### src/rtl/queue_calc_ctrl.sv
// queue_calc_ctrl
//   Sequencer for the queue calculator. Takes one command at a time, owns the
//   DEPTH x 8 circular operand queue, pops operands into the external
//   combinational ALU, writes the ALU result back at the queue tail and returns
//   one response per command.
//
// Ports
//   clk, rst               clock (rising edge), async active-high reset
//   cmd_valid/cmd_ready    command handshake (ready only in IDLE)
//   cmd_op, cmd_val        opcode (0 PUSH,1 POP,2 ADD,3 MUL,4 SUB,5 DIV,6 REM), push value
//   alu_operands           {op_b, op_a} to the ALU
//   alu_opcode             registered opcode to the ALU (SLEEP_OP when idle)
//   alu_push_val           registered push value to the ALU
//   alu_result             ALU result
//   alu_queue_op           ALU queue action (00 push, 11 pop, 10 get-and-push, 01 sleep)
//   alu_calc_err           ALU calculation-error flag (sticky in the ALU)
//   rsp_valid              one-cycle response strobe
//   rsp_data, rsp_err      response payload / error code
//   q_count, q_empty, q_full  queue occupancy status
module queue_calc_ctrl #(
  parameter int          DEPTH    = 16,
  parameter int          ADDR_W   = 4,
  parameter logic [3:0]  SLEEP_OP = 4'b1111
) (
  input  logic              clk,
  input  logic              rst,
  input  logic              cmd_valid,
  output logic              cmd_ready,
  input  logic [3:0]        cmd_op,
  input  logic [7:0]        cmd_val,
  output logic [15:0]       alu_operands,
  output logic [3:0]        alu_opcode,
  output logic [7:0]        alu_push_val,
  input  logic [7:0]        alu_result,
  input  logic [1:0]        alu_queue_op,
  input  logic              alu_calc_err,
  output logic              rsp_valid,
  output logic [7:0]        rsp_data,
  output logic [2:0]        rsp_err,
  output logic [ADDR_W:0]   q_count,
  output logic              q_empty,
  output logic              q_full
);

  localparam logic [3:0] OP_PUSH = 4'd0;
  localparam logic [3:0] OP_POP  = 4'd1;
  localparam logic [3:0] OP_ADD  = 4'd2;
  localparam logic [3:0] OP_DIV  = 4'd5;
  localparam logic [3:0] OP_REM  = 4'd6;

  localparam logic [2:0] E_OK   = 3'b000;
  localparam logic [2:0] E_UNDR = 3'b001;
  localparam logic [2:0] E_OVR  = 3'b010;
  localparam logic [2:0] E_DIV0 = 3'b011;
  localparam logic [2:0] E_ILL  = 3'b100;

  typedef enum logic [2:0] {
    S_IDLE, S_CHECK, S_READ_A, S_READ_B, S_EXEC, S_WRITE, S_RESP
  } state_e;

  state_e            state_q, state_d;
  logic [7:0]        mem [DEPTH];
  logic [ADDR_W-1:0] head_q, tail_q;
  logic [ADDR_W:0]   count_q;
  logic [3:0]        op_q;
  logic [7:0]        op_a_q, op_b_q;
  logic [3:0]        alu_opcode_q;
  logic [7:0]        alu_push_val_q;
  logic [7:0]        res_q;
  logic [2:0]        err_q;
  logic              rsp_valid_q;
  logic [7:0]        rsp_data_q;
  logic [2:0]        rsp_err_q;

  logic              is_bin, is_divrem, is_illegal;
  logic [2:0]        chk_err;
  logic              wr_err, wr_push;

  assign is_illegal = (op_q > OP_REM);
  assign is_bin     = (op_q >= OP_ADD) && (op_q <= OP_REM);
  assign is_divrem  = (op_q == OP_DIV) || (op_q == OP_REM);

  // Admission check; error paths leave the queue untouched.
  always_comb begin
    chk_err = E_OK;
    if (is_illegal)                                  chk_err = E_ILL;
    else if ((op_q == OP_PUSH) && q_full)            chk_err = E_OVR;
    else if ((op_q == OP_POP) && q_empty)            chk_err = E_UNDR;
    else if (is_bin && (count_q < (ADDR_W+1)'(2)))   chk_err = E_UNDR;
  end

  // The ALU error flag is sticky, so it is only trusted for DIV/REM.
  assign wr_err  = is_divrem && (alu_calc_err || (op_b_q == 8'd0));
  assign wr_push = !wr_err && ((alu_queue_op == 2'b00) || (alu_queue_op == 2'b10));

  // Next-state / handshake
  always_comb begin
    state_d   = state_q;
    cmd_ready = 1'b0;
    case (state_q)
      S_IDLE: begin
        cmd_ready = 1'b1;
        if (cmd_valid) state_d = S_CHECK;
      end
      S_CHECK: begin
        if (chk_err != E_OK)       state_d = S_RESP;
        else if (op_q == OP_PUSH)  state_d = S_EXEC;
        else                       state_d = S_READ_A;
      end
      S_READ_A: state_d = is_bin ? S_READ_B : S_EXEC;
      S_READ_B: state_d = S_EXEC;
      S_EXEC:   state_d = S_WRITE;
      S_WRITE:  state_d = S_RESP;
      S_RESP:   state_d = S_IDLE;
      default:  state_d = S_IDLE;
    endcase
  end

  always_ff @(posedge clk or posedge rst) begin
    if (rst) state_q <= S_IDLE;
    else     state_q <= state_d;
  end

  // Datapath registers
  always_ff @(posedge clk or posedge rst) begin
    if (rst) begin
      head_q         <= '0;
      tail_q         <= '0;
      count_q        <= '0;
      op_q           <= '0;
      op_a_q         <= '0;
      op_b_q         <= '0;
      alu_opcode_q   <= SLEEP_OP;
      alu_push_val_q <= '0;
      res_q          <= '0;
      err_q          <= '0;
      rsp_valid_q    <= 1'b0;
      rsp_data_q     <= '0;
      rsp_err_q      <= '0;
    end else begin
      rsp_valid_q <= 1'b0;
      case (state_q)
        S_IDLE: begin
          if (cmd_valid) begin
            op_q           <= cmd_op;
            alu_opcode_q   <= cmd_op;
            alu_push_val_q <= cmd_val;
            op_a_q         <= '0;
            op_b_q         <= '0;
          end
        end
        S_CHECK: begin
          if (chk_err != E_OK) begin
            err_q <= chk_err;
            res_q <= '0;
          end
        end
        S_READ_A: begin
          op_a_q  <= mem[head_q];
          head_q  <= head_q + 1'b1;
          count_q <= count_q - 1'b1;
        end
        S_READ_B: begin
          op_b_q  <= mem[head_q];
          head_q  <= head_q + 1'b1;
          count_q <= count_q - 1'b1;
        end
        S_WRITE: begin
          if (wr_err) begin
            // Consumed operands are dropped; nothing goes back on the queue.
            err_q <= E_DIV0;
            res_q <= '0;
          end else begin
            err_q <= E_OK;
            res_q <= (op_q == OP_POP) ? op_a_q : alu_result;
            if (wr_push) begin
              tail_q  <= tail_q + 1'b1;
              count_q <= count_q + 1'b1;
            end
          end
        end
        S_RESP: begin
          rsp_valid_q  <= 1'b1;
          rsp_data_q   <= res_q;
          rsp_err_q    <= err_q;
          alu_opcode_q <= SLEEP_OP;
        end
        default: ;
      endcase
    end
  end

  // Queue storage is not reset. Full PUSH never reaches WRITE, and binary ops
  // free two entries before pushing one, so this write cannot overflow.
  always_ff @(posedge clk) begin
    if ((state_q == S_WRITE) && wr_push) mem[tail_q] <= alu_result;
  end

  assign alu_operands = {op_b_q, op_a_q};
  assign alu_opcode   = alu_opcode_q;
  assign alu_push_val = alu_push_val_q;
  assign rsp_valid    = rsp_valid_q;
  assign rsp_data     = rsp_data_q;
  assign rsp_err      = rsp_err_q;
  assign q_count      = count_q;
  assign q_empty      = (count_q == '0);
  assign q_full       = (count_q == (ADDR_W+1)'(DEPTH));

endmodule
### config.mk
export PLATFORM = sky130hd
export DESIGN_NAME = queue_calc_ctrl
export DESIGN_NICKNAME = d
export VERILOG_FILES = /design/src/rtl/queue_calc_ctrl.sv
export SDC_FILE = /design/constraint.sdc
export NUM_CORES = 1
export LEC_CHECK = 0
export ABC_AREA = 1
export CORE_AREA = 2 2 157 98
export CTS_CLUSTER_SIZE = 10
export DETAILED_ROUTE_END_ITERATION = 16
export DIE_AREA = 0 0 159 100
export PLACE_DENSITY = 0.83
export SYNTH_ARGS = -nofsm -noshare
export SYNTH_HDL_FRONTEND = slang
export SYNTH_SLANG_ARGS = --single-unit
### constraint.sdc
create_clock -name clk -period 3.8 [get_ports clk]
set_input_delay 1.14 -clock clk [delete_from_list [all_inputs] [get_ports clk]]
set_output_delay 1.14 -clock clk [all_outputs]
set_load 0.05 [all_outputs]
Word-level counts from Yosys, hierarchy flattened
Memories as Yosys holds them, arrays and structs flattened.
Cells that the tools add are included.
{ "totals": {"ramBits": 128, "mem_count": 1, "output_inout_bits": 48, "regBits": 71} }
{ "mem_list": {"columns": ["name", "depth", "word_bits", "read_ports", "rd_ports_with_merged_regs", "write_ports", "line_no", "rtl"], "rows": [
  ["mem", 16, 8, 1, 0, 1, "62", "logic [7:0] mem [DEPTH];"]
]} }
{ "op_classes": {"n_addsub": 4, "mux": 28, "bitwise": 1, "n_eq_ne": 15, "reduce_logical": 30, "n_lt_le_gt_ge": 4} }
{ "op_table": {"columns": ["op", "count"], "rows": [
  ["case mux 8 bit (2 select lines)", 3],
  ["2-to-1 mux 8 bit", 4],
  ["2-to-1 mux 3 bit", 6],
  ["case mux 3 bit (6 select lines)", 1],
  ["2-to-1 mux 5 bit", 2],
  ["case mux 5 bit (2 select lines)", 1],
  ["AND reduction 2 bit", 5],
  ["nonzero test 2 bit", 5],
  ["== test 3 bit, second input constant", 3],
  ["adder 4 x 1 -> 4 bit, second input constant", 2],
  ["== test 4 x 3 -> 1 bit, second input constant", 2],
  ["logical NOT 8 bit", 1],
  ["inequality test 2 bit, second input constant", 4],
  ["case mux 4 bit (2 select lines)", 1],
  ["logical AND 1 bit", 7],
  ["== test 3 x 2 -> 1 bit, second input constant", 2],
  ["2-to-1 mux 1 bit", 6],
  ["case mux 3 bit (2 select lines)", 1],
  ["AND reduction 3 bit", 2],
  ["adder 5 x 1 -> 5 bit, second input constant", 1],
  ["== test 5 bit, second input constant", 1],
  ["logical NOT 5 bit", 1],
  ["< comparator 5 x 2 -> 1 bit, second input constant", 1],
  ["subtractor 5 x 1 -> 5 bit, second input constant", 1],
  ["other kinds (16)", 19]
]} }

Depth between registers and ports, before layout
{ "depth": {"word_depth": 10, "ltp_mapped": 12} }

Worst setup path after synthesis
OpenSTA, ideal clock, no wires.
{ "synth_timing": {"kind": "reg2out", "from": "register count_q[1], in the netlist q_count[1]", "to": "output q_empty", "arrival_time_ns": 1.549, "n_path_buf": 0, "stages_incl_launch_ff": 4, "slack_ns": 1.111, "cell_sequence": "dfrtp_1 nor2_1 nand3_1 nor2_1"} }
{ "synth_via": {"elab_chain_cells": 1} }
{ "synth_rtl": {"columns": ["item", "line_no", "rtl"], "rows": [
  ["start: declaration", "64", "logic [ADDR_W:0] count_q;"],
  ["start signal: assignment", "161", "count_q <= count_q - 1'b1;"],
  ["start signal: assignment", "166", "count_q <= count_q - 1'b1;"],
  ["start signal: assignment", "178", "count_q <= count_q + 1'b1;"],
  ["logical NOT 5 bit", "206", "assign q_empty = (count_q == '0);"],
  ["end: declaration", "41", "output logic q_empty,"]
]} }
No other way between the ends.

Final worst setup path
Ends and elaborated chain as after synthesis.

==> impl_results.md <==
- Highest clock rate: 304 MHz
- Hold Path Class: flip-flop to flip-flop
- Die Y: roughly 100 um
- Residual DRC: 0
- Flop pwr share: 35.5%
- Std-Cell Rows: 35
- Post-route ant nets: 0
- Tcrit/Tclk final: 86.5%
- TritonRoute pass-1 iters: 5
- Compound-cell area share of the yosys netlist: a little under 6%
- Vias in the first global route: 6016
- Yosys Warn Count: 0
- Status: finished clean
- Worst path arrival time: 2.15 ns
- Final WL: 20.2 mm
- First-pass GRT wire length: 32.1 mm
- Total GRT Usage: a little over a quarter
- Io pins: 74
- Fin area: 0.0101 mm^2
- Switch share: 43.4%
- Clock Latency Late Sink: 0.44 ns
- Starting density of the core: 58.0%
- Clock H-tree levels: 4
- Synth Area in Simple Gates: between 20% and 30%
- Kind of critical path: flip-flop to primary output
- Clk pwr share: 21.6%
- Total vias in the final route: 6227
- Count of final setup violators: 0
- Routability Congestion: 0.886
- XOR/XNOR Fraction of Synth Area: 1.03%
- Setup TNS: 0 ns
- Sequential-to-total area share from yosys stat: 65.9%
- Clk pin slew, worst setup/hold paths: 0.07 ns
- Clock Sinks: 199
- Post-Syn Nets: 848
- Die Area: 0.0159 mm^2
- Slew Limit Fails: 0
- Total gr overflow: 0
- Post-Synthesis Cell Area: 0.00853 mm^2
- Initial antenna violation count: 0
- Hold Fails Final Rpt: 0
- CORE AREA: 0.0147 mm^2
- Placed Area: 0.00953 mm^2
- Worst Path Max Fanout: 5
- Final Core Density: 68.9%
- Hpwl dp: 13.0 mm
- Least-Margin Pin Slew: 0.967 ns
- IO buf count: between 70 and 80
- Die W: 159 um
- CTS Buf Count: 17
- Largest net degree at the start of global routing: between 70 and 80
- Nets: 933
- Peak VDD IR: 551 uV
- Slew headroom: 35.4%
- Placed insts: around 1100
- Non-filler cells, final: 1114
- CTS tree: done
- Hold_buf cts: 0
- NetSw: 3.68 mW
- Yosys cell types: 37
- Post-cts sizing count: 0
- Initial DRC count: 769
- Routed wire per std cell: 18.1 um
- Clk buf depth: 2
- Final Skew: 0.0133 ns
- Tmin final: 3.29 ns
- Layout cells sized above 1: between 10% and 20%
- CTS Root Cell: clkbuf_16
- Vias per cell: 5.59
- CP Launch Type: flip-flop
- Synth-to-Final Area Change: 18.9%
- Gate Count Post-Synth: 813
- Mux share of post-synthesis cell area: 0%
- Antenna Diode Count: 0
- CP required: 2.66 ns
- Cell-internal power: 4.81 mW
- Power per cell area: 837 mW/mm^2
- Largest family of logic cells by synthesized area: simple AND/OR/NAND/NOR gates
- Hold Slack: ~0.48 ns
- Synthesized flop and latch total: 199
- Adder-Cell Fraction of Synth Area: under 10%
- Setup crit end kind: primary output
- RSZ-0062 raised after global routing: false
- Comb power frac: 42.9%
- Syn avg cell area: 10.5 um^2
- Max_cap viols: 0
- # Post-CTS Setup Buffers: 0
- Leakage: between 4 and 5 nW
-- logic make-up after synthesis --
family / after synthesis
adder cells (fa/ha/maj): 9
buffers and inverters: 71
XOR/XNOR: 10
flip-flops: 199
AND/OR/NAND/NOR: 437
AO/OA/AOI/OAI: 87
-- critical path: stages (launching register included) --
cell and delay [ns]:
dfrtp_1 0.46, nor2_1 0.16, nand3_1 0.14, nor2_1 0.12, clkdlybuf4s50_1 0.83
-- through the flow --
step,power [mW],setup WS [ns]
2_1_floorplan,5.57,0.870
3_3_place_gp,6.50,0.780
3_5_place_dp,6.62,0.751
4_1_cts,8.46,0.506
5_1_grt,8.96,0.342
6_report,8.49,0.511
-- power by group through the flow --
stage / logic [mW] / registers, mW / clock network [mW]
2_1_floorplan: 1.96 / 3.61 / 0
3_3_place_gp: 3.48 / 3.02 / 0
3_5_place_dp: 3.58 / 3.04 / 0
4_1_cts: 3.62 / 3.00 / 1.84
5_1_grt: 3.97 / 3.05 / 1.94
6_report: 3.65 / 3.01 / 1.84
-- placed cells by master, fill, tap and decap left out, types with 20 or more instances in the layout --
cell	count
nand3_1	70
nand2_1	196
o21ai_1	20
o21ai_0	43
clkbuf_16	21
buf_4	24
clkdlybuf4s50_1	72
inv_1	28
nor2_1	138
dfrtp_1	66
edfxtp_1	128
-- routing by layer --
| layer | GRT usage (%) | up-vias | share of wire [%] |
|---|---|---|---|
| met5 | 0 | - | 0 |
| met4 | 5.94 | 0 | 0.68 |
| met3 | 7.93 | 17 | 11 |
| met2 | 40.2 | 305 | 45 |
| met1 | 39.0 | 3002 | 43 |
| li1 | - | 2903 | - |
-- final timing paths --
check / from / end / slack [ns] / cells past startpoint
max reg2reg: head_q[2] / op_b_q[4] / 1.27 / 6
min in group asynchronous: rst / res_q[1] / 1.10 / 3
min reg2reg: rsp_data[2] / rsp_data[2] / 0.48 / 2
max in group asynchronous: rst / alu_opcode[3] / 2.37 / 3
max: q_count[1] / q_empty / 0.51 / 4
min: rsp_data[2] / rsp_data[2] / 0.48 / 2
-- registers in the layout (all words and copies together) (netlist names), 5 cells and up --
name and cells:
res_q 8, alu_push_val 8, op_a_q 8, rsp_data 8, q_count 5, mem 128
op_b_q 8
-- cells in the mapped netlist (all sizes together) --
cell type	n	area, um^2
o21ai	63	315
nor2	145	587
nor3	4	25.0
edfxtp	128	3840
inv	37	141
xor2	8	70.1
clkbuf	9	35.0
dfstp	4	105
xnor2	2	17.5
ha	8	100
a21oi	5	25.0
nand3b	1	11.3
dfrtp	67	1680
fa	1	20.0
buf	22	143
o211ai	11	82.6
o21bai	1	7.51
nand4	1	6.26
nand3	72	378
o2111ai	7	61.3
clkinv	3	16.3
or2	7	43.8
nand2	207	820
-- final cells by class --
type,instances,area [um^2]
multi-input cells,543,2570
flip-flops and latches,199,5630
well taps,203,254
clock buffers,23,543
clock inverters,9,70.1
repair buffers,97,921
fillers,1060,4570
inverters,40,158
(Power assumes the default switching activity.)
